## config.mk

```make
export PLATFORM = sky130hd
export DESIGN_NAME = hdu_multicycle
export DESIGN_NICKNAME = d
export VERILOG_FILES = /design/src/rtl/hdu_pkg.sv /design/src/rtl/hdu_src_decode.sv /design/src/rtl/hdu_multicycle.sv
export SDC_FILE = /design/constraint.sdc
export NUM_CORES = 1
export LEC_CHECK = 0
export BUFFER_PORTS_ARGS = -buffer_cell sky130_fd_sc_hd__buf_2
export CELL_PAD_IN_SITES_DETAIL_PLACEMENT = 0
export CELL_PAD_IN_SITES_GLOBAL_PLACEMENT = 1
export CORE_MARGIN = 5
export CORE_UTILIZATION = 27
export DETAILED_ROUTE_END_ITERATION = 16
export PLACE_DENSITY = 0.8
export SETUP_SLACK_MARGIN = 0.02
export SLEW_MARGIN = 20
export SYNTH_ARGS = -nofsm -noshare
export SYNTH_HDL_FRONTEND = slang
export SYNTH_HIERARCHICAL = 1
export SYNTH_SLANG_ARGS = --single-unit
```

## constraint.sdc

```tcl
create_clock -name clk_in -period 6.2 [get_ports clk_in]
set_input_delay 1.86 -clock clk_in [delete_from_list [all_inputs] [get_ports clk_in]]
set_output_delay 1.86 -clock clk_in [all_outputs]
set_load 0.01 [all_outputs]
```

## src/rtl/hdu_pkg.sv

```systemverilog
// Shared definitions for the hazard detection unit and its source decoder.
// Opcode constants, the rt-use helper and the stall counter type live here.
package hdu_pkg;

    localparam logic [5:0] OP_RTYPE = 6'd0;
    localparam logic [5:0] OP_J     = 6'd2;
    localparam logic [5:0] OP_JAL   = 6'd3;
    localparam logic [5:0] OP_BEQ   = 6'd4;
    localparam logic [5:0] OP_BNE   = 6'd5;
    localparam logic [5:0] OP_SW    = 6'h2B;

    localparam int STALL_CNT_W = 2;

    typedef logic [STALL_CNT_W-1:0] stall_cnt_t;

    function automatic logic uses_rt(input logic [5:0] op);
        logic r;
        r = 1'b0;
        case (op)
            OP_RTYPE, OP_BEQ, OP_BNE, OP_SW: r = 1'b1;
            default:                         r = 1'b0;
        endcase
        return r;
    endfunction

endpackage

```

## src/rtl/hdu_src_decode.sv

```systemverilog
// Source-operand decode of the IF/ID instruction (opcode/rs/rt).
// Shared with the forwarding unit; $0 sources are reported as unused.
module hdu_src_decode
    import hdu_pkg::*;
#(
    parameter int REG_ADDR_W = 5
) (
    input  logic [5:0]            opcode,
    input  logic [REG_ADDR_W-1:0] rs,
    input  logic [REG_ADDR_W-1:0] rt,
    output logic                  rs_used,
    output logic                  rt_used,
    output logic                  is_branch
);

    logic rs_op;

    assign rs_op = (opcode != OP_J) && (opcode != OP_JAL);

    // $0 is hardwired, so it can never carry a dependency
    assign rs_used = rs_op && (rs != '0);
    assign rt_used = uses_rt(opcode) && (rt != '0);

    assign is_branch = (opcode == OP_BEQ) || (opcode == OP_BNE);

endmodule

```

## src/rtl/hdu_multicycle.sv

```systemverilog
// Multi-cycle hazard detection unit: load-use and branch-in-ID stalls.
// Define HDU_STALL_COUNT_EN to add the stall_cycles_out event counter.
module hdu_multicycle
    import hdu_pkg::*;
#(
    parameter int REG_ADDR_W   = 5,
    parameter int LOAD_STALL   = 1,
    parameter int BRANCH_IN_ID = 1,
    parameter int CNT_W        = STALL_CNT_W
) (
    input  logic                  clk_in,
    input  logic                  rst_n_in,
    input  logic                  id_ex_memRead_in,
    input  logic                  id_ex_regWrite_in,
    input  logic [REG_ADDR_W-1:0] id_ex_rd_in,
    input  logic                  ex_mem_memRead_in,
    input  logic [REG_ADDR_W-1:0] ex_mem_rd_in,
    input  logic [15:0]           instruction2msb_in,
    output logic                  pc_wr_out,
    output logic                  if_id_wr_out,
    output logic                  flush_control_out,
`ifdef HDU_STALL_COUNT_EN
    output logic [31:0]           stall_cycles_out,
`endif
    output logic                  stall_active_out
);

    localparam logic [CNT_W-1:0] ONE  = CNT_W'(1);
    localparam logic [CNT_W-1:0] TWO  = CNT_W'(2);
    localparam logic [CNT_W-1:0] LS_N = CNT_W'(LOAD_STALL);

    logic [5:0]            opcode;
    logic [REG_ADDR_W-1:0] rs;
    logic [REG_ADDR_W-1:0] rt;
    logic                  rs_used;
    logic                  rt_used;
    logic                  is_branch;
    logic                  ex_hit;
    logic                  mem_hit;
    logic                  br_chk;
    logic [CNT_W-1:0]      need;
    logic [CNT_W-1:0]      cnt;
    logic [CNT_W-1:0]      cnt_dec;
    logic [CNT_W-1:0]      need_dec;
    logic [CNT_W-1:0]      cnt_nxt;
    logic                  stall;

    assign opcode = instruction2msb_in[15:10];
    assign rs     = instruction2msb_in[9:5];
    assign rt     = instruction2msb_in[4:0];

    hdu_src_decode #(
        .REG_ADDR_W (REG_ADDR_W)
    ) u_dec (
        .opcode    (opcode),
        .rs        (rs),
        .rt        (rt),
        .rs_used   (rs_used),
        .rt_used   (rt_used),
        .is_branch (is_branch)
    );

    assign ex_hit  = (rs_used && rs == id_ex_rd_in)
                  || (rt_used && rt == id_ex_rd_in);
    assign mem_hit = (rs_used && rs == ex_mem_rd_in)
                  || (rt_used && rt == ex_mem_rd_in);
    assign br_chk  = (BRANCH_IN_ID != 0) && is_branch;

    always_comb begin
        need = '0;
        if (id_ex_memRead_in && ex_hit)
            need = LS_N;
        if (br_chk && id_ex_memRead_in && ex_hit && need < TWO)
            need = TWO;
        if (br_chk && need == '0
            && ((id_ex_regWrite_in && !id_ex_memRead_in && ex_hit)
                || (ex_mem_memRead_in && mem_hit)))
            need = ONE;
    end

    // The combinational cycle covers one stall; cnt holds the remainder
    assign cnt_dec  = (cnt != '0) ? cnt - ONE : '0;
    assign need_dec = (need != '0) ? need - ONE : '0;
    assign cnt_nxt  = (need_dec > cnt_dec) ? need_dec : cnt_dec;

    always_ff @(posedge clk_in or negedge rst_n_in) begin
        if (!rst_n_in)
            cnt <= '0;
        else
            cnt <= cnt_nxt;
    end

    assign stall = rst_n_in && ((need != '0) || (cnt != '0));

    assign pc_wr_out         = !stall;
    assign if_id_wr_out      = !stall;
    assign flush_control_out = stall;
    assign stall_active_out  = (cnt != '0);

`ifdef HDU_STALL_COUNT_EN
    always_ff @(posedge clk_in or negedge rst_n_in) begin
        if (!rst_n_in)
            stall_cycles_out <= '0;
        else if (stall)
            stall_cycles_out <= stall_cycles_out + 32'd1;
    end
`endif

endmodule

```

==> impl_metrics.toml <==
[timing]
max_slew_margin_pct = 66.7
final_max_slew_viol_count = 0
tightest_slew_ns = 0.498
skew_ns = 0.000264
period_needed_ns = 5.43
rsz0062_at_grt = "false"
setup_viol = 0
finalSetupTns_ns = 0
min_period_over_period_pct = 87.6
final_hold_viol_count = 0
clock.fmax_mhz = 184

[grt]
grt_pass1_vias = 541
grt_pass1_wl_um = 2010
grt_antenna_before_repair = 0
grt_max_degree = 5
grt_remaining_overflow = 0
grt_usage_pct = 9.99

[cts]
clk_pin_slew_ns = 0.03
cts_buffer_depth = 2
post_cts_resized = 0
numCtsBuffers = 3
htreeDepth = 1
cts_root_buffer = "clkbuf_4"
post_cts_buffers = 0
ctsHoldBuffers = 0
clock_latency_ns = 0.22
cts_tree = "done"
clock_sinks = 2

[pwr]
p_per_area_mw_per_mm2 = 109
vdd_drop_max_mv = 0.0397
power_leakage_nw = 0.301
total_power_mw = 0.0735

[status]
status = "completed"

[floorplanning]
start_util_pct = 27.8
core_area_mm2 = 0.00169
chipHeight_um = 51.7
die_w_um = 51.7
die_area_mm2 = 0.00267
num_rows = 15
ios = 35

[finish]
regMostFlops = "cnt"
layoutNonFillerInstCount = 111
syn2layout_area_growth_pct = 44.0
finish.instance_area_um2 = 676
antenna_cells = 0
reg_top3 = "cnt (2)"
nNetsFinal = 128
largest_reg_flops = 2
drive_above_1_share_pct = 46.8

[drt]
wl_met3_um = 74
wl_met2_um = 720
drc = 0
routed_wl_um = 1360
vias = 553
first_pass_iters = 4
drtIter0Drc = 3
avgRoutedWirePerCell_um = 12.3
via_per_inst = 4.98
top_layer = "met3"
met1_length_um = 568
ant_nets = 0

[place]
io_buffers = 34
hpwlAfterDp_um = 1280
gp_congestion = 0.692
placedCellCount = 108
placed_area_um2 = 653

[worst_setup_path]
path_class = "primary input to primary output"
cp-start-kind = "primary input"
worstPathMaxFanout = 3
crit_arrival_ns = 3.57
crit_path_end_kind = "primary output"
crit_required_ns = 4.34

[yosys]
syn_inst = 58
synth_top_area_share_pct = 29.9
ys_warn_count = 6
synthDistinctLibCells = 25
yosysTopAreaCell = "xnor2_1"
synthesis.nets = 90
ys_seq_area_share_pct = 10.7
syn_area_per_cell_um2 = 8.09
ys_seq_elements = 2
synth_area_um2 = 469
synth_area_leaders = "xnor2_1 30%, dfrtp_1 11%, xor2_1 7.5%"

[run]
cap_violations = 0

[min_path]
hp-class = "register to register"
[routing by layer]
metal	GRT usage (%)	vias up
li1	-	281
met1	11.6	255
met2	17.8	17
met3	2.01	0
met4	3.93	0
met5	0	-
[worst max-delay path, stage by stage]
cell     delay [ns]
buf_2          0.12
or4_1          0.51
nor2_1         0.13
a31oi_1        0.08
and3_1         0.20
a31oi_1        0.14
o21ai_0        0.11
o21ai_0        0.24
buf_2          0.18
[cell families (layout without fill, tap and decap cells)]
family                     count (synthesis)  count (layout)  synth area share, %
adders and majority gates                  1               1                 2.67
xor gates and xnor gates                  20              20                 37.3
and+or+nand+nor                           24              24                 30.4
AOI/OAI and AO/OA                          9               9                 16.5
DFF                                        2               2                 10.7
buffers and inverters                      2              38                 2.40
[worst paths after layout]
| path | startpoint | endpoint | slack [ns] | cells past startpoint |
|---|---|---|---|---|
| min reg2reg | cnt[0] | cnt[1] | 0.55 | 1 |
| min in group asynchronous | rst_n_in | cnt[1] | 1.43 | 1 |
| max | instruction2msb_in[5] | if_id_wr_out | 0.77 | 9 |
| max in group asynchronous | rst_n_in | cnt[0] | 4.66 | 1 |
| max reg2reg | cnt[1] | cnt[0] | 4.90 | 5 |
| min | cnt[0] | cnt[1] | 0.55 | 1 |
[where the power goes]
group          switching [mW]  internal, mW  total, mW
Sequential         0.00000352        0.0132     0.0132
Clock                 0.00670        0.0213     0.0280
Combinational          0.0151        0.0172     0.0323
[metrics by stage]
step | setup slack [ns] | hold slack, ns | util, %
floorplan | 0.876 | 0.512 | -
global placement | 0.793 | 0.541 | 38.7
detailed placement | 0.768 | 0.549 | 38.7
CTS | 0.761 | 0.559 | 40.0
global route | 0.637 | 0.585 | 40.0
finish | 0.770 | 0.552 | 40.0
[synthesized netlist by cell type]
cell / instances
o21a_1: 1
o21ai_0: 2
xnor2_1: 16
a211oi_2: 1
xor2_1: 4
a221oi_2: 1
nor2_1: 4
nor2b_1: 2
nand3_2: 1
nand4_1: 5
a31oi_1: 2
a21o_1: 1
o22ai_2: 1
and3_1: 1
nor3b_1: 1
nor3_1: 2
and2_2: 2
inv_1: 1
buf_4: 1
or2_2: 1
or4_1: 2
nor4_1: 1
ha_1: 1
nand2_1: 2
dfrtp_1: 2
[cells in the final DEF (no fill, tap or decap), types with 2 or more instances in the layout]
cell / instances
and2_2: 2
nand2_1: 2
o21ai_0: 2
nand4_1: 5
clkbuf_4: 3
buf_2: 34
dfrtp_1: 2
xnor2_1: 16
nor3_1: 2
nor2_1: 4
a31oi_1: 2
nor2b_1: 2
xor2_1: 4
or4_1: 2
[final cells by class]
class	instances	area (µm²)
clock buffers	3	22.5
fillers	186	1010
flip-flops and latches	2	50.0
multi-input cells	54	408
well taps	17	21.3
repair buffers	34	170
inverters	1	3.75
(Power assumes the default switching activity.)
